==> config.mk <==
export PLATFORM = sky130hd
export DESIGN_NAME = mips_cpu_load_align_unit_flat
export DESIGN_NICKNAME = d
export VERILOG_FILES = /design/src/rtl/mips_load_pkg.sv /design/src/rtl/mips_cpu_load_align_unit_if.sv /design/src/rtl/mips_load_extract.sv /design/src/rtl/mips_cpu_load_align_unit.sv /design/src/flat_wrapper.sv
export SDC_FILE = /design/constraint.sdc
export NUM_CORES = 1
export LEC_CHECK = 0
export ABC_AREA = 1
export ABC_CLOCK_PERIOD_IN_PS = 1990
export CAP_MARGIN = 20
export CORE_ASPECT_RATIO = 1.2
export CORE_UTILIZATION = 35
export DETAILED_ROUTE_END_ITERATION = 16
export PLACE_DENSITY = 0.66
export SYNTH_ARGS = -nofsm -noshare
export SYNTH_HDL_FRONTEND = slang
export SYNTH_HIERARCHICAL = 1
export SYNTH_SLANG_ARGS = --single-unit
==> constraint.sdc <==
create_clock -name clk -period 1.99 [get_ports clk]
set_input_delay 0.199 -clock clk [delete_from_list [all_inputs] [get_ports clk]]
set_output_delay 0.199 -clock clk [all_outputs]
set_load 0.005 [all_outputs]
==> src/rtl/mips_load_pkg.sv <==
// Shared types and helpers for the MIPS load sequencer/aligner.
//   load_type_t   : encoding of the load_type request field
//   state_t       : sequencer states
//   is_misaligned : flags illegal type or an offset the access width cannot use
package mips_load_pkg;

    localparam int unsigned DATA_W = 32;

    typedef enum logic [2:0] {
        LB      = 3'd0,
        LBU     = 3'd1,
        LH      = 3'd2,
        LHU     = 3'd3,
        LW      = 3'd4,
        LWL     = 3'd5,
        LWR     = 3'd6,
        ILLEGAL = 3'd7
    } load_type_t;

    typedef enum logic [2:0] {
        IDLE  = 3'd0,
        READ  = 3'd1,
        ALIGN = 3'd2,
        DONE  = 3'd3,
        ERR   = 3'd4
    } state_t;

    // Halfwords need an even offset, words need offset 0; LWL/LWR take any offset.
    function automatic logic is_misaligned(load_type_t t, logic [1:0] off);
        logic bad;
        case (t)
            LH, LHU: bad = off[0];
            LW:      bad = (off != 2'd0);
            ILLEGAL: bad = 1'b1;
            default: bad = 1'b0;
        endcase
        return bad;
    endfunction

endpackage

==> src/rtl/mips_cpu_load_align_unit_if.sv <==
// Request + memory-bus bundle for the load align unit.
//   master : the load unit (drives mem_read and the writeback results)
//   slave  : the surrounding datapath / memory model
interface mips_cpu_load_align_unit_if
    import mips_load_pkg::*;
();
    logic              start;
    logic [2:0]        load_type;
    logic [1:0]        byte_offset;
    logic [DATA_W-1:0] rt_old;
    logic [DATA_W-1:0] mem_readdata;
    logic              mem_waitrequest;
    logic              mem_read;
    logic [DATA_W-1:0] result;
    logic              result_valid;
    logic              busy;
    logic              align_error;

    modport master (
        input  start, load_type, byte_offset, rt_old, mem_readdata, mem_waitrequest,
        output mem_read, result, result_valid, busy, align_error
    );

    modport slave (
        output start, load_type, byte_offset, rt_old, mem_readdata, mem_waitrequest,
        input  mem_read, result, result_valid, busy, align_error
    );
endinterface

==> src/rtl/mips_load_extract.sv <==
// Combinational load-data extraction/merge (little-endian byte lanes).
//   load_type, offset : latched request
//   mdr               : captured memory word
//   rt_old            : latched rt value for LWL/LWR merge
//   value_c           : writeback value
module mips_load_extract
    import mips_load_pkg::*;
(
    input  load_type_t        load_type,
    input  logic [1:0]        offset,
    input  logic [DATA_W-1:0] mdr,
    input  logic [DATA_W-1:0] rt_old,
    output logic [DATA_W-1:0] value_c
);
    localparam logic [DATA_W-1:0] ONES = '1;

    logic [7:0]        byte_sel;
    logic [15:0]       half_sel;
    logic [4:0]        lwl_sh;
    logic [4:0]        lwr_sh;
    logic [DATA_W-1:0] lwl_val;
    logic [DATA_W-1:0] lwr_val;

    always_comb begin
        byte_sel = mdr[{offset, 3'b000} +: 8];
        half_sel = mdr[{offset[1], 4'b0000} +: 16];
        // 8*(3-k) == {~k, 3'b0} for a 2-bit k
        lwl_sh   = {~offset, 3'b000};
        lwr_sh   = {offset, 3'b000};
        lwl_val  = (mdr << lwl_sh) | (rt_old & ~(ONES << lwl_sh));
        lwr_val  = (mdr >> lwr_sh) | (rt_old & ~(ONES >> lwr_sh));

        value_c = mdr;
        case (load_type)
            LB:      value_c = {{24{byte_sel[7]}}, byte_sel};
            LBU:     value_c = {24'd0, byte_sel};
            LH:      value_c = {{16{half_sel[15]}}, half_sel};
            LHU:     value_c = {16'd0, half_sel};
            LWL:     value_c = lwl_val;
            LWR:     value_c = lwr_val;
            default: value_c = mdr;
        endcase
    end

endmodule

==> src/rtl/mips_cpu_load_align_unit.sv <==
// Memory-read sequencer and load aligner for the multi-cycle MIPS datapath.
//   clk, reset : clock, synchronous active-high reset
//   bus        : request (start/load_type/byte_offset/rt_old), memory bus
//                (mem_read/mem_readdata/mem_waitrequest) and writeback
//                (result/result_valid/busy/align_error); all outputs registered.
module mips_cpu_load_align_unit
    import mips_load_pkg::*;
#(
    parameter int unsigned DATA_W = mips_load_pkg::DATA_W
) (
    input  logic                         clk,
    input  logic                         reset,
    mips_cpu_load_align_unit_if.master   bus
);
    state_t              state_q, state_d;
    load_type_t          type_q, type_d;
    logic [1:0]          off_q, off_d;
    logic [DATA_W-1:0]   rt_q, rt_d;
    logic [DATA_W-1:0]   mdr_q, mdr_d;
    logic [DATA_W-1:0]   result_q, result_d;
    logic                mem_read_q, mem_read_d;
    logic                result_valid_q, result_valid_d;
    logic                busy_q, busy_d;
    logic                align_error_q, align_error_d;
    logic [DATA_W-1:0]   extract_c;
    load_type_t          req_type;

    assign req_type = load_type_t'(bus.load_type);

    mips_load_extract u_extract (
        .load_type (type_q),
        .offset    (off_q),
        .mdr       (mdr_q),
        .rt_old    (rt_q),
        .value_c   (extract_c)
    );

    // Next-state and next-output logic; outputs are decoded from the next state
    // so they appear registered in the same cycle the state is entered.
    always_comb begin
        state_d  = state_q;
        type_d   = type_q;
        off_d    = off_q;
        rt_d     = rt_q;
        mdr_d    = mdr_q;
        result_d = result_q;

        case (state_q)
            IDLE: begin
                if (bus.start) begin
                    type_d  = req_type;
                    off_d   = bus.byte_offset;
                    rt_d    = bus.rt_old;
                    state_d = is_misaligned(req_type, bus.byte_offset) ? ERR : READ;
                end
            end
            READ: begin
                if (!bus.mem_waitrequest) begin
                    mdr_d   = bus.mem_readdata;
                    state_d = ALIGN;
                end
            end
            ALIGN: begin
                result_d = extract_c;
                state_d  = DONE;
            end
            DONE:    state_d = IDLE;
            ERR:     state_d = IDLE;
            default: state_d = IDLE;
        endcase

        mem_read_d     = (state_d == READ);
        result_valid_d = (state_d == DONE);
        align_error_d  = (state_d == ERR);
        busy_d         = (state_d != IDLE);
    end

    always_ff @(posedge clk) begin
        if (reset) begin
            state_q        <= IDLE;
            type_q         <= LB;
            off_q          <= 2'd0;
            rt_q           <= '0;
            mdr_q          <= '0;
            result_q       <= '0;
            mem_read_q     <= 1'b0;
            result_valid_q <= 1'b0;
            busy_q         <= 1'b0;
            align_error_q  <= 1'b0;
        end else begin
            state_q        <= state_d;
            type_q         <= type_d;
            off_q          <= off_d;
            rt_q           <= rt_d;
            mdr_q          <= mdr_d;
            result_q       <= result_d;
            mem_read_q     <= mem_read_d;
            result_valid_q <= result_valid_d;
            busy_q         <= busy_d;
            align_error_q  <= align_error_d;
        end
    end

    assign bus.mem_read     = mem_read_q;
    assign bus.result       = result_q;
    assign bus.result_valid = result_valid_q;
    assign bus.busy         = busy_q;
    assign bus.align_error  = align_error_q;

endmodule

==> src/flat_wrapper.sv <==
// flat-port wrapper written by rule: the top's interface ports become plain ports
module mips_cpu_load_align_unit_flat import mips_load_pkg::*;
#(
    parameter int unsigned DATA_W = mips_load_pkg::DATA_W
)
  (clk, reset, bus_start, bus_load_type, bus_byte_offset, bus_rt_old, bus_mem_readdata, bus_mem_waitrequest, bus_mem_read, bus_result, bus_result_valid, bus_busy, bus_align_error);
  mips_cpu_load_align_unit_if bus_i ();
  input  logic clk;
  input  logic reset;
  input wire logic [$bits(bus_i.start)-1:0] bus_start;
  input wire logic [$bits(bus_i.load_type)-1:0] bus_load_type;
  input wire logic [$bits(bus_i.byte_offset)-1:0] bus_byte_offset;
  input wire logic [$bits(bus_i.rt_old)-1:0] bus_rt_old;
  input wire logic [$bits(bus_i.mem_readdata)-1:0] bus_mem_readdata;
  input wire logic [$bits(bus_i.mem_waitrequest)-1:0] bus_mem_waitrequest;
  output wire logic [$bits(bus_i.mem_read)-1:0] bus_mem_read;
  output wire logic [$bits(bus_i.result)-1:0] bus_result;
  output wire logic [$bits(bus_i.result_valid)-1:0] bus_result_valid;
  output wire logic [$bits(bus_i.busy)-1:0] bus_busy;
  output wire logic [$bits(bus_i.align_error)-1:0] bus_align_error;
  assign bus_i.start = bus_start;
  assign bus_i.load_type = bus_load_type;
  assign bus_i.byte_offset = bus_byte_offset;
  assign bus_i.rt_old = bus_rt_old;
  assign bus_i.mem_readdata = bus_mem_readdata;
  assign bus_i.mem_waitrequest = bus_mem_waitrequest;
  assign bus_mem_read = bus_i.mem_read;
  assign bus_result = bus_i.result;
  assign bus_result_valid = bus_i.result_valid;
  assign bus_busy = bus_i.busy;
  assign bus_align_error = bus_i.align_error;
  mips_cpu_load_align_unit #(.DATA_W(DATA_W)) u_core (.clk(clk), .reset(reset), .bus(bus_i));
endmodule
---- Yosys cells after proc, flatten, opt, wreduce, memory -nomap -nowiden ----
Cells that the tools add are included.
storage, ports and cells
  register bits ........................... 108
  logic and storage cells ................. 53
operators by class
  eq/ne operators ......................... 14
  shift operators ......................... 6
  mux-type cells .......................... 8
  bitwise logic cells ..................... 8
  reduce and logical (&&, ||, !) cells .... 7
operators by type and width
  operator                                                             count
  32-bit case mux with 6 select lines                                  1
  32-bit bitwise AND                                                   2
  32-bit NOT                                                           2
  32-bit bitwise OR                                                    2
  32-bit by 6-bit indexed part select with 16-bit output               1
  32-bit by 6-bit indexed part select with 8-bit output                1
  32-bit by 5-bit left shift with 32-bit output                        1
  32-bit by 5-bit left shift with 32-bit output, first input constant  1
  32-bit by 5-bit >> shifter with 32-bit output                        1
  32-bit by 5-bit >> shifter with 32-bit output, first input constant  1
  3-bit by 2-bit == test with 1-bit output, second input constant      6
  3-bit == test, second input constant                                 5
  3-bit by 1-bit == test with 1-bit output, second input constant      3
  3-bit two-way mux                                                    3
  3-bit case mux with 3 select lines                                   1
  3-bit zero test                                                      2
  2-bit AND reduction                                                  2
  1-bit case mux with 3 select lines                                   1
  3-bit nonzero test                                                   1
  1-bit two-way mux                                                    2
  2-bit NOT                                                            1
  2-bit nonzero test                                                   1
  2-bit OR reduction                                                   1
  1-bit NOT                                                            1

---- Depth between registers and ports, before layout ----
Gate-level depths: netlist of the first run.
  word-level depth ........................ 9
  depth in mapped cells ................... 11
  gate-level depth less buffers ........... 10

---- Cells and area by module ----
The synthesis of the first run kept the hierarchy.
by module, submodules not included
  module                    instances  cells an instance  area each (µm²)  sequential area each (µm²)
  mips_cpu_load_align_unit  1          478                3791.1           2162.1
  mips_load_extract         1          491                2267.2           0.0

---- Worst setup path before layout of the first run ----
OpenSTA, ideal clock, no wires.
  path type ............................... reg-to-reg
  start point ............................. register u_core.off_q[1]
  end point ............................... register u_core.result_q[8], in the netlist u_core/bus.result[8]
  library setup time ...................... 0.116 ns
  data arrival time ....................... 1.279 ns
  required time ........................... 1.874 ns
  setup slack ............................. 0.595 ns
  stages on the path, launching flop included .. 11
  period minus slack after synthesis ...... 1.395 ns
  cells stage by stage .................... dfxtp_1 buf_4 buf_2 buf_2 nand3_1 o211ai_1 nand2_1 nor2_1 nand2_1 nor2_1 nor2_1
between the ends
  word-level cells in the longest chain between the ends .. 6
  elaborated cells on any way between the ends .. 14
RTL lines
  what                                           RTL line                        source
  start, declared                                mips_cpu_load_align_unit.sv:17  logic [1:0] off_q, off_d;
  start signal, assigned                         mips_cpu_load_align_unit.sv:82  off_q <= 2'd0;
  start signal, assigned                         mips_cpu_load_align_unit.sv:93  off_q <= off_d;
  2-bit NOT                                      mips_load_extract.sv:28         lwl_sh = {~offset, 3'b000};
  32-bit by 5-bit left shift with 32-bit output  mips_load_extract.sv:30         lwl_val = (mdr << lwl_sh) | (rt_old & ~(ONES << lwl_sh));
  32-bit NOT                                     mips_load_extract.sv:30
  32-bit bitwise AND                             mips_load_extract.sv:30
  32-bit bitwise OR                              mips_load_extract.sv:30
  32-bit case mux with 6 select lines *          mips_load_extract.sv:34         case (load_type)
  net u_core.extract_c[8]                        mips_cpu_load_align_unit.sv:25  logic [DATA_W-1:0] extract_c;
  end signal, assigned                           mips_cpu_load_align_unit.sv:96  result_q <= result_d;
  end, declared                                  mips_cpu_load_align_unit.sv:20  logic [DATA_W-1:0] result_q, result_d;
The timed path passes the listed nets; every way through them passes the cells marked *.
A chain may end at the register's enable or synchronous reset.

---- Worst setup path in the final report of the first run ----
  start point ............................. register u_core.type_q[2]
  end point ............................... register u_core.result_q[22], in the netlist u_core/bus.result[22]
between the ends
  word-level cells in the longest chain between the ends .. 2
  elaborated cells on any way between the ends .. 7
RTL lines
  what                                         RTL line                        source
  start, declared                              mips_cpu_load_align_unit.sv:16  load_type_t type_q, type_d;
  start signal, assigned                       mips_cpu_load_align_unit.sv:92  type_q <= type_d;
  3-bit == test, or another cell as far along  mips_load_extract.sv:34
  32-bit case mux with 6 select lines *        mips_load_extract.sv:34
  net u_core.extract_c[22]                     mips_cpu_load_align_unit.sv:25
Marks and branches as above.

==> summary.md, run 1 <==
| Metric | Value |
|---|---|
| FILL cells | `1,829` |
| Largest net degree at the start of global routing | `104` |
| CP max stage cell | `dfxtp_1` |
| Critical path launch point type | `flip-flop` |
| Top-area cell type share of the netlist area | `0.357` |
| Crit path cell chain | `nor3_1 > nand3_2 > nand2_2 > inv_4 > nand3_1 > nor2_1 > nor2_1` |
| Clk slew on worst S/H paths | `70 ps` |
| Worst setup margin | `206 ps` |
| Area of the multi-input gates | `0.00330 mm^2` |
| Slew Viols, Final | `0` |
| LEAKAGE | `3.46 nW` |
| H-tree levels | `3` |
| Maximum capacitance violations | `0` |
| Reg-to-reg endpoint | `u_core/bus.result[22]` |
| DRC | `0` |
| Hold Path Depth | `3` |
| Final setup fails | `0` |
| Vias in the first global route | `6,060` |
| Setup Fix Bufs, Post-CTS | `0` |
| Setup TNS | `0 ps` |
| Synth Area per Inst | `6.25 um^2` |
| CTS tree | `done` |
| Top post-synthesis cells by area | `dfxtp_1 36%, nor2_1 16%, nand2_1 12%, o21ai_0 10%, nand3_1 7.3%` |
| CTS Root Cell | `clkbuf_16` |
| Global-route wire length before repair | `33,200 um` |
| Cells on worst reg2reg path | `7` |
| CP Depth | `7` |
| Setup WS pre-CTS | `128 ps` |
| Fin area | `0.00768 mm^2` |
| Dpl hpwl | `15,400 um` |
| PD cells | `800 mW/mm^2` |
| Number of synthesized flops with an enable pin | `0` |
| Io pins | `109` |
| Hold EP | `u_core/mdr_q[5]` |
| Setup crit start | `u_core/type_q[2]` |
| DR iter-0 viols | `508` |
| Die height | `146 um` |
| Die Width | `122 um` |
| Gpl congestion | `0.946` |
| Core area | `0.0169 mm^2` |
| Sink Count | `108` |
| Placement Cell Area | `0.00732 mm^2` |
| Worst-Skew Late Latency | `350 ps` |
| Worst hold path startpoint | `bus_mem_readdata[5]` |
| CP most frequent cell | `nor2_1` |
| Synth cell count leaders | `262 x nor2_1, 186 x nand2_1, 126 x o21ai_0` |
| Clock skew | `7.91 ps` |
| Die area | `0.0178 mm^2` |
| Initial core utilization | `0.358` |
| Fmax | `560 MHz` |
| Storage cell area | `0.00217 mm^2` |
| Routed wire length | `20,800 um` |
| Worst-path fanout max | `9` |
| CTS Buf Count | `9` |
| Min Tclk post-route | `1780 ps` |
| Largest stage delay, worst path | `410 ps` |
| IO Port Bufs | `108` |
| Routed vias | `6,540` |
| Worst VDD drop | `0.504 mV` |
| Seq/Total Area, Yosys | `0.357` |
| Buf/Inv on CP | `1` |
| Synth Flop Type | `dfxtp_1` |
| Hold crit path type | `in2reg` |
| Biggest area consumer among synthesized cells | `dfxtp_1` |
| Slew Limit Headroom | `0.644` |
| Synth cell types | `29` |
| Slew @ Worst Pin | `528 ps` |
| Status | `completed` |
| # nets final | `1,130` |
| Crit path required time | `2280 ps` |
| Vias/cell | `5.12` |
| Cell Area, Synth | `0.00606 mm^2` |
| TritonRoute pass-1 iters | `7` |
| DR WL/cell | `16.3 um` |
| Syn Nets | `1,042` |
| Share of cells above drive strength 1 | `0.0725` |
| Diode count | `0` |
| Layout area overhead | `26.8%` |
| Unrepaired setup endpoints after global routing | `false` |
| Worst Path Arrival | `2070 ps` |
| Post-route ant nets | `0` |
| Gate Count Post-Synth | `969` |
| Hold Fails Final Rpt | `0` |
| Tot GR Track Use | `0.243` |
| Crit path max-delay family | `simple AND/OR/NAND/NOR gates` |
| WS Path Type | `reg2reg` |
| CP Capture Type | `flip-flop` |
| Clock buffer depth | `2` |
| Period Utilization, post-route | `0.897` |
| R2r startpoint | `u_core/type_q[2]` |
| Total grt overflow | `0` |
| Synth warnings | `6` |
| Reg2reg setup slack | `210 ps` |
| Top-count cell post-synth | `nor2_1` |
| Antenna violations before repair | `0` |
| Yosys reg bits | `108` |
| # rows | `52` |
| Async set-reset flop share out of synthesis | `0` |
-- worst reg2reg max path: stages, from the launching register on --
cell and delay, ps:
dfxtp_1 410, nor3_1 370, nand3_2 290, nand2_2 300, inv_4 100, nand3_1 100
nor2_1 50, nor2_1 110
-- cells in the final DEF, fill, tap and decap left out, types with 10 or more instances in the layout --
cell type        Yosys  final
nand3_1             88     88
o21ai_0            126    126
clkdlybuf4s50_1      0    108
a21oi_1             32     32
inv_2               10     10
buf_4               10     24
inv_1               42     42
o21ai_1             10     10
nor2_1             262    262
nand2_1            186    186
dfxtp_1            108    106
-- layer usage --
layer / track usage / vias up / part of all wire
met2: 0.390 / 232 / 0.47
met3: 0.0328 / 38 / 0.053
met4: 0.115 / 0 / 0.040
li1: - / 3285 / -
met1: 0.318 / 2985 / 0.44
met5: 0 / - / 0
-- per-stage QoR --
stage          total power, mW   util  cells  hold slack (ps)
3_5_place_dp              4.05  0.433   1262              497
2_1_floorplan             3.44      -    969              268
3_3_place_gp              4.05  0.433   1262              493
5_1_grt                   6.45  0.454   1278              432
6_report                  6.14  0.454   1278              426
4_1_cts                   6.17  0.454   1278              415
-- report_power, final --
group | leakage (nW) | switching, mW | internal (mW) | total [mW]
sequential | 0.885 | 0.219 | 2.35 | 2.57
combinational | 2.40 | 0.871 | 0.593 | 1.46
clock | 0.176 | 0.809 | 1.30 | 2.11
total | 3.46 | 1.90 | 4.24 | 6.14
-- cells by family after synthesis --
kind of cell           Yosys count  synth area share
AO/OA/AOI/OAI                  175             0.149
buffers and inverters          116            0.0981
flip-flops                     108             0.357
AND/OR/NAND/NOR                570             0.396
-- sequential cells by signal, summed over array words and instances (netlist names) --
| signal | count |
|---|---|
| u_core/bus.result | 32 |
| u_core/mdr_q | 32 |
| u_core/rt_q | 32 |
| u_core/state_q | 3 |
| u_core/type_q | 3 |
| u_core/off_q | 2 |
| u_core/bus.align_error | 1 |
| u_core/bus.busy | 1 |
| u_core/bus.mem_read | 1 |
| u_core/bus.result_valid | 1 |
-- worst max-delay path by stage --
stage / endpoint / slack (ps)
finish: u_core/bus.result[22] / 210
global route: u_core/bus.result[19] / 90
CTS: u_core/bus.result[22] / 110
detailed placement: u_core/bus.result[22] / 130
global placement: u_core/bus.result[23] / 220
floorplan: u_core/bus.result[8] / 600
-- final cells by class --
type | instances | share of cell area
clock buffer | 11 | 0.0329
tap | 216 | 0.0352
inverter | 56 | 0.0287
timing repair buffer | 137 | 0.177
sequential | 108 | 0.282
clock inverter | 5 | 0.0140
multi-input combinational | 745 | 0.430
-- what timing repair did --
action	CTS	global route
endpoints found under the hold margin	0	0
setup endpoints to repair	0	9
hold buffers	0	0
gates resized for setup	0	2
Power figures use the tool's default switching activity.
==> run 2: changes to the inputs <==
--- a/config.mk
+++ b/config.mk
@@ -12,6 +12,7 @@
 export CORE_UTILIZATION = 35
 export DETAILED_ROUTE_END_ITERATION = 16
 export PLACE_DENSITY = 0.66
+export SETUP_SLACK_MARGIN = 0.5
 export SYNTH_ARGS = -nofsm -noshare
 export SYNTH_HDL_FRONTEND = slang
 export SYNTH_HIERARCHICAL = 1
==> summary.md, run 2 (same netlist as run 1, synthesis figures left out) <==
| Metric | Value |
|---|---|
| Worst-path fanout max | `6 (was 9)` |
| Die Width | `122 um (unchanged)` |
| Worst-Skew Late Latency | `350 ps (about the same)` |
| LEAKAGE | `3.74 nW (was 3.46 nW)` |
| Core area | `0.0169 mm^2 (unchanged)` |
| Largest net degree at the start of global routing | `104 (unchanged)` |
| Setup crit start | `u_core/off_q[0] (was u_core/type_q[2])` |
| Setup TNS | `0 ps (unchanged)` |
| TritonRoute pass-1 iters | `5 (was 7)` |
| Initial core utilization | `0.358 (unchanged)` |
| # nets final | `1,168 (was 1,130)` |
| Status | `completed (unchanged)` |
| Worst setup margin | `389 ps (was 206 ps)` |
| PD cells | `773 mW/mm^2 (was 800 mW/mm^2)` |
| Maximum capacitance violations | `0 (unchanged)` |
| Vias/cell | `5.27 (was 5.12)` |
| Cells on worst reg2reg path | `7 (unchanged)` |
| Min Tclk post-route | `1600 ps (was 1780 ps)` |
| Hold Path Depth | `3 (unchanged)` |
| DR WL/cell | `16.9 um (was 16.3 um)` |
| # rows | `52 (unchanged)` |
| Sequential Power Share | `0.397 (was 0.418)` |
| Period Utilization, post-route | `0.804 (was 0.897)` |
| Vias in the first global route | `6,320 (was 6,060)` |
| DR iter-0 viols | `591 (was 508)` |
| Comb power frac | `0.277 (was 0.238)` |
| Post-route ant nets | `0 (unchanged)` |
| Die height | `146 um (unchanged)` |
| Tot GR Track Use | `0.249 (was 0.243)` |
| Worst Path Arrival | `1850 ps (was 2070 ps)` |
| Commonest non-fill, non-tap cell in the layout | `nor2_1 (unchanged)` |
| CTS Root Cell | `clkbuf_16 (unchanged)` |
| Clock buffer depth | `2 (unchanged)` |
| IO Port Bufs | `108 (unchanged)` |
| Psw | `2.04 mW (was 1.90 mW)` |
| Worst hold path startpoint | `bus_mem_readdata[5] (unchanged)` |
| Gpl congestion | `0.946 (unchanged)` |
| Share of cells above drive strength 1 | `0.158 (was 0.0725)` |
| Reg2reg setup slack | `390 ps (was 210 ps)` |
| WS Path Type | `reg2reg (unchanged)` |
| Hold Fails Final Rpt | `0 (unchanged)` |
| Critical path launch point type | `flip-flop (unchanged)` |
| Global-route wire length before repair | `33,900 um (was 33,200 um)` |
| Dpl hpwl | `15,400 um (unchanged)` |
| Fmax | `625 MHz (was 560 MHz)` |
| Antenna violations before repair | `0 (unchanged)` |
| Clock share of power | `0.326 (was 0.344)` |
| CTS Buf Count | `9 (unchanged)` |
| Layout area overhead | `38.7% (was 26.8%)` |
| Routed wire length | `22,200 um (was 20,800 um)` |
| Slew Viols, Final | `0 (unchanged)` |
| H-tree levels | `3 (unchanged)` |
| Sink Count | `108 (unchanged)` |
| Io pins | `109 (unchanged)` |
| Crit path required time | `2240 ps (was 2280 ps)` |
| R2r startpoint | `u_core/off_q[0] (was u_core/type_q[2])` |
| Hold EP | `u_core/mdr_q[5] (unchanged)` |
| Slew Limit Headroom | `0.699 (was 0.644)` |
| # hold bufs at CTS | `0 (unchanged)` |
| Unrepaired setup endpoints after global routing | `true (was false)` |
| Commonest non-fill, non-tap cells in the layout | `258 x nor2_1, 167 x nand2_1, 114 x o21ai_0 (was 262 x nor2_1, 186 x nand2_1, 126 x o21ai_0)` |
| Int Pwr | `4.46 mW (was 4.24 mW)` |
| Die area | `0.0178 mm^2 (unchanged)` |
| Clk slew on worst S/H paths | `70 ps (about the same)` |
| Slew @ Worst Pin | `451 ps (was 528 ps)` |
| Setup WS pre-CTS | `128 ps (unchanged)` |
| Routed vias | `6,938 (was 6,540)` |
| Final setup fails | `0 (unchanged)` |
| CP Capture Type | `flip-flop (unchanged)` |
| Clock skew | `8.22 ps (was 7.91 ps)` |
| DRC | `0 (unchanged)` |
| Sw frac | `0.314 (was 0.309)` |
| Diode count | `0 (unchanged)` |
| Worst VDD drop | `0.504 mV (about the same)` |
| Total grt overflow | `0 (unchanged)` |
| CTS tree | `done (unchanged)` |
| Hold crit path type | `in2reg (unchanged)` |
| Reg-to-reg endpoint | `u_core/bus.result[2] (was u_core/bus.result[22])` |
-- run 2: cell count changes in the layout (fill, tap and decap cells not counted), sizes merged --
cell / before / now
buf: 29 / 60
clkbuf: 11 / 15
clkinvlp: 0 / 2
inv: 56 / 55
nand2: 192 / 193
nor2: 267 / 268
-- run 2: worst max-delay path by stage --
stage / cells past startpoint / endpoint / slack, ps
floorplan: 10 / u_core/bus.result[8] / 600
global placement: 9 / u_core/bus.result[23] / 220
detailed placement: 9 / u_core/bus.result[22] / 130
CTS: 10 / u_core/bus.result[24] / 440
global route: 11 / u_core/bus.result[19] / 320
finish: 7 / u_core/bus.result[2] / 390
-- run 2: area by class of cell --
class	instances	area [um^2]
Fill cell	1733	8520
Multi-Input combinational cell	747	3510
Sequential cell	108	2180
Timing Repair Buffer	172	1830
Tap cell	216	270
Clock buffer	11	253
Inverter	56	241
Clock inverter	5	108
Timing Repair inverter	1	7.51
-- run 2: through the flow --
step                      utilization  std cells  cell area [um^2]  power, mW  hold WS (ps)
after floorplan                     -        969              6060       3.44           268
after global placement          0.433       1262              7320       4.05           493
after detailed placement        0.433       1262              7320       4.05           497
after CTS                       0.474       1296              8020       6.34           415
after global routing            0.497       1316              8400       6.79           432
final                           0.497       1316              8400       6.49           425
-- run 2: routing by layer --
layer / vias up / wire, um / global-route usage
met5: - / 0 / 0
met4: 0 / 1210 / 0.126
met3: 68 / 1440 / 0.0398
met2: 315 / 10400 / 0.403
met1: 3175 / 9200 / 0.316
li1: 3380 / - / -
-- run 2: power by group through the flow --
stage                     Clock (mW)  Combinational [mW]  Sequential, mW
after detailed placement           0                1.44            2.61
after CTS                       2.15                1.61            2.57
final                           2.12                1.80            2.58
after global placement             0                1.44            2.61
after floorplan                    0               0.938            2.50
after global routing            2.24                1.96            2.59
-- run 2: what timing repair did --
| item | 4_1_cts | 5_1_grt |
|---|---|---|
| pin swaps | 33 | 49 |
| setup buffers | 15 | 14 |
| endpoints found under the hold margin | 0 | 0 |
| setup endpoints to repair | 32 | 30 |
| gates cloned | 3 | 6 |
| gates resized for setup | 62 | 52 |
-- run 2: critical path, cell delays in order (launching register included) --
cell,delay [ps]
dfxtp_4,380
buf_4,150
nand2_4,130
clkinvlp_4,180
o21ai_1,210
nand4_1,210
nor2_1,170
nor2_1,60
==> run 3: changes to the inputs <==
--- a/config.mk
+++ b/config.mk
@@ -6,12 +6,12 @@
 export NUM_CORES = 1
 export LEC_CHECK = 0
 export ABC_AREA = 1
-export ABC_CLOCK_PERIOD_IN_PS = 1990
+export ABC_CLOCK_PERIOD_IN_PS = 1410
 export CAP_MARGIN = 20
 export CORE_ASPECT_RATIO = 1.2
 export CORE_UTILIZATION = 35
 export DETAILED_ROUTE_END_ITERATION = 16
-export PLACE_DENSITY = 0.66
+export PLACE_DENSITY = 0.68
 export SETUP_SLACK_MARGIN = 0.5
 export SYNTH_ARGS = -nofsm -noshare
 export SYNTH_HDL_FRONTEND = slang
==> constraint.sdc (replaced) <==
create_clock -name clk -period 1.41 [get_ports clk]
set_input_delay 0.141 -clock clk [delete_from_list [all_inputs] [get_ports clk]]
set_output_delay 0.141 -clock clk [all_outputs]
set_load 0.005 [all_outputs]
==> summary.md, run 3 (same netlist as run 1, synthesis figures left out) <==
| Metric | Value |
|---|---|
| Worst-Skew Late Latency | `360 ps (was 350 ps)` |
| Worst Path Arrival | `1860 ps (was 1850 ps)` |
| Hold crit path type | `in2reg (unchanged)` |
| Worst setup margin | `-203 ps (was 389 ps)` |
| Failing checks | `setup timing` |
| Storage cell area | `0.00222 mm^2 (was 0.00218 mm^2)` |
| # rows | `52 (unchanged)` |
| Period Utilization, post-route | `1.14 (was 0.804)` |
| Routed wire length | `26,700 um (was 22,200 um)` |
| Core area | `0.0169 mm^2 (unchanged)` |
| Slew @ Worst Pin | `346 ps (was 451 ps)` |
| Worst-path fanout max | `6 (unchanged)` |
| Tot GR Track Use | `0.283 (was 0.249)` |
| H-tree levels | `3 (unchanged)` |
| DR WL/cell | `19.4 um (was 16.9 um)` |
| FILL cells | `1,485 (was 1,733)` |
| Post-route ant nets | `0 (unchanged)` |
| Largest net degree at the start of global routing | `45 (was 104)` |
| Sw frac | `0.358 (was 0.314)` |
| Commonest non-fill, non-tap cell in the layout | `nor2_1 (unchanged)` |
| Fmax | `620 MHz (was 625 MHz)` |
| IO Port Bufs | `108 (unchanged)` |
| Layout area overhead | `67.0% (was 38.7%)` |
| Vias/cell | `5.55 (was 5.27)` |
| Io pins | `109 (unchanged)` |
| Int Pwr | `6.36 mW (was 4.46 mW)` |
| Gpl congestion | `0.995 (was 0.946)` |
| PD cells | `979 mW/mm^2 (was 773 mW/mm^2)` |
| Unrepaired setup endpoints after global routing | `true (unchanged)` |
| # nets final | `1,226 (was 1,168)` |
| Slew Viols, Final | `0 (unchanged)` |
| DR iter-0 viols | `937 (was 591)` |
| Clock share of power | `0.264 (was 0.326)` |
| Commonest non-fill, non-tap cells in the layout | `186 x nor2_1, 155 x nand2_1, 72 x clkdlybuf4s50_1 (was 258 x nor2_1, 167 x nand2_1, 114 x o21ai_0)` |
| LEAKAGE | `4.36 nW (was 3.74 nW)` |
| Sequential Power Share | `0.368 (was 0.397)` |
| Clock skew | `7.53 ps (was 8.22 ps)` |
| Maximum capacitance violations | `0 (unchanged)` |
| Area of the multi-input gates | `0.00434 mm^2 (was 0.00351 mm^2)` |
| TritonRoute pass-1 iters | `6 (was 5)` |
| CTS tree | `done (unchanged)` |
| Status | `finished with violations (was completed)` |
| Slew Limit Headroom | `0.767 (was 0.699)` |
| Die Width | `122 um (unchanged)` |
| Die area | `0.0178 mm^2 (unchanged)` |
| Dpl hpwl | `16,100 um (was 15,400 um)` |
| Critical path launch point type | `flip-flop (unchanged)` |
| Total Power | `9.90 mW (was 6.49 mW)` |
| Antenna violations before repair | `0 (unchanged)` |
| CP Capture Type | `flip-flop (unchanged)` |
| Routed vias | `7,624 (was 6,938)` |
| Die height | `146 um (unchanged)` |
| Comb power frac | `0.367 (was 0.277)` |
| Min Tclk post-route | `1610 ps (was 1600 ps)` |
| Setup WS pre-CTS | `-312 ps (was 128 ps)` |
| Worst VDD drop | `0.696 mV (was 0.504 mV)` |
| Clk slew on worst S/H paths | `80 ps (was 70 ps)` |
| Psw | `3.54 mW (was 2.04 mW)` |
| Share of cells above drive strength 1 | `0.375 (was 0.158)` |
| Hold Fails Final Rpt | `0 (unchanged)` |
| DRC | `0 (unchanged)` |
| Diode count | `0 (unchanged)` |
| CTS Buf Count | `9 (unchanged)` |
| Vias in the first global route | `7,008 (was 6,320)` |
| CTS Root Cell | `clkbuf_16 (unchanged)` |
| # hold bufs at CTS | `0 (unchanged)` |
| WS Path Type | `reg2reg (unchanged)` |
| Final setup fails | `26 (was 0)` |
| Crit path required time | `1660 ps (was 2240 ps)` |
| Total grt overflow | `0 (unchanged)` |
| Sink Count | `108 (unchanged)` |
| Initial core utilization | `0.358 (unchanged)` |
| Clock buffer depth | `2 (unchanged)` |
| Global-route wire length before repair | `38,500 um (was 33,900 um)` |
==> run 3: final timing paths <==
check                              from  slack, ps                    end  depth (start not counted)
setup / recovery        u_core/off_q[0]       -200  u_core/bus.result[31]                         11
setup reg to reg        u_core/off_q[0]       -200  u_core/bus.result[31]                         11
hold reg to reg   u_core/bus.result[14]        510  u_core/bus.result[14]                          2
hold / removal     bus_mem_readdata[30]        380       u_core/mdr_q[30]                          3
==> run 3: power by group through the flow <==
stage | sequential, mW | clock (mW) | combinational [mW]
3_5_place_dp | 3.66 | 0 | 2.32
3_3_place_gp | 3.66 | 0 | 2.31
2_1_floorplan | 3.54 | 0 | 1.45
4_1_cts | 3.61 | 2.65 | 3.00
6_report | 3.65 | 2.62 | 3.64
5_1_grt | 3.66 | 2.77 | 3.85
==> run 3: stage by stage <==
step / cell area [um^2] / cells / hold slack (ps) / utilization / TNS, ps
after CTS: 9270 / 1355 / 351 / 0.548 / -2100
after floorplan: 6260 / 969 / 196 / - / 0
after global routing: 10100 / 1374 / 370 / 0.598 / -5410
after detailed placement: 7790 / 1302 / 493 / 0.460 / -6510
after global placement: 7790 / 1302 / 480 / 0.460 / -5580
final: 10100 / 1374 / 378 / 0.598 / -3190
==> run 3: layout make-up <==
cell class	instances	share of cell area
Clock buffer	9	0.0223
Clock inverter	7	0.00742
Timing Repair inverter	8	0.0148
Multi-Input combinational cell	746	0.429
Tap cell	216	0.0267
Sequential cell	108	0.220
Timing Repair Buffer	224	0.250
Inverter	56	0.0297
==> run 3: critical path, stage by stage, from the launching register on <==
cell and delay (ps):
dfxtp_4 400, buf_6 130, inv_8 50, nand2_2 80, nand3_4 90, buf_4 160, nand3_1 90, o21ai_1 90
nor2_2 130, nand2_1 90, nor2_1 130, nor2_1 60
==> run 3: timing repair <==
| item | CTS | global route |
|---|---|---|
| cloned | 15 | 6 |
| endpoints found under the setup margin | 144 | 144 |
| pin swaps | 81 | 90 |
| setup buffers | 22 | 13 |
| gates resized for setup | 400 | 186 |
==> run 3: layer usage <==
layer,share of wire,vias to the layer above,wire [um],GRT usage
met5,0,-,0,0
met4,0.053,0,1420,0.154
met3,0.074,112,1970,0.0320
met2,0.49,464,13100,0.480
met1,0.38,3537,10100,0.345
li1,-,3511,-,-
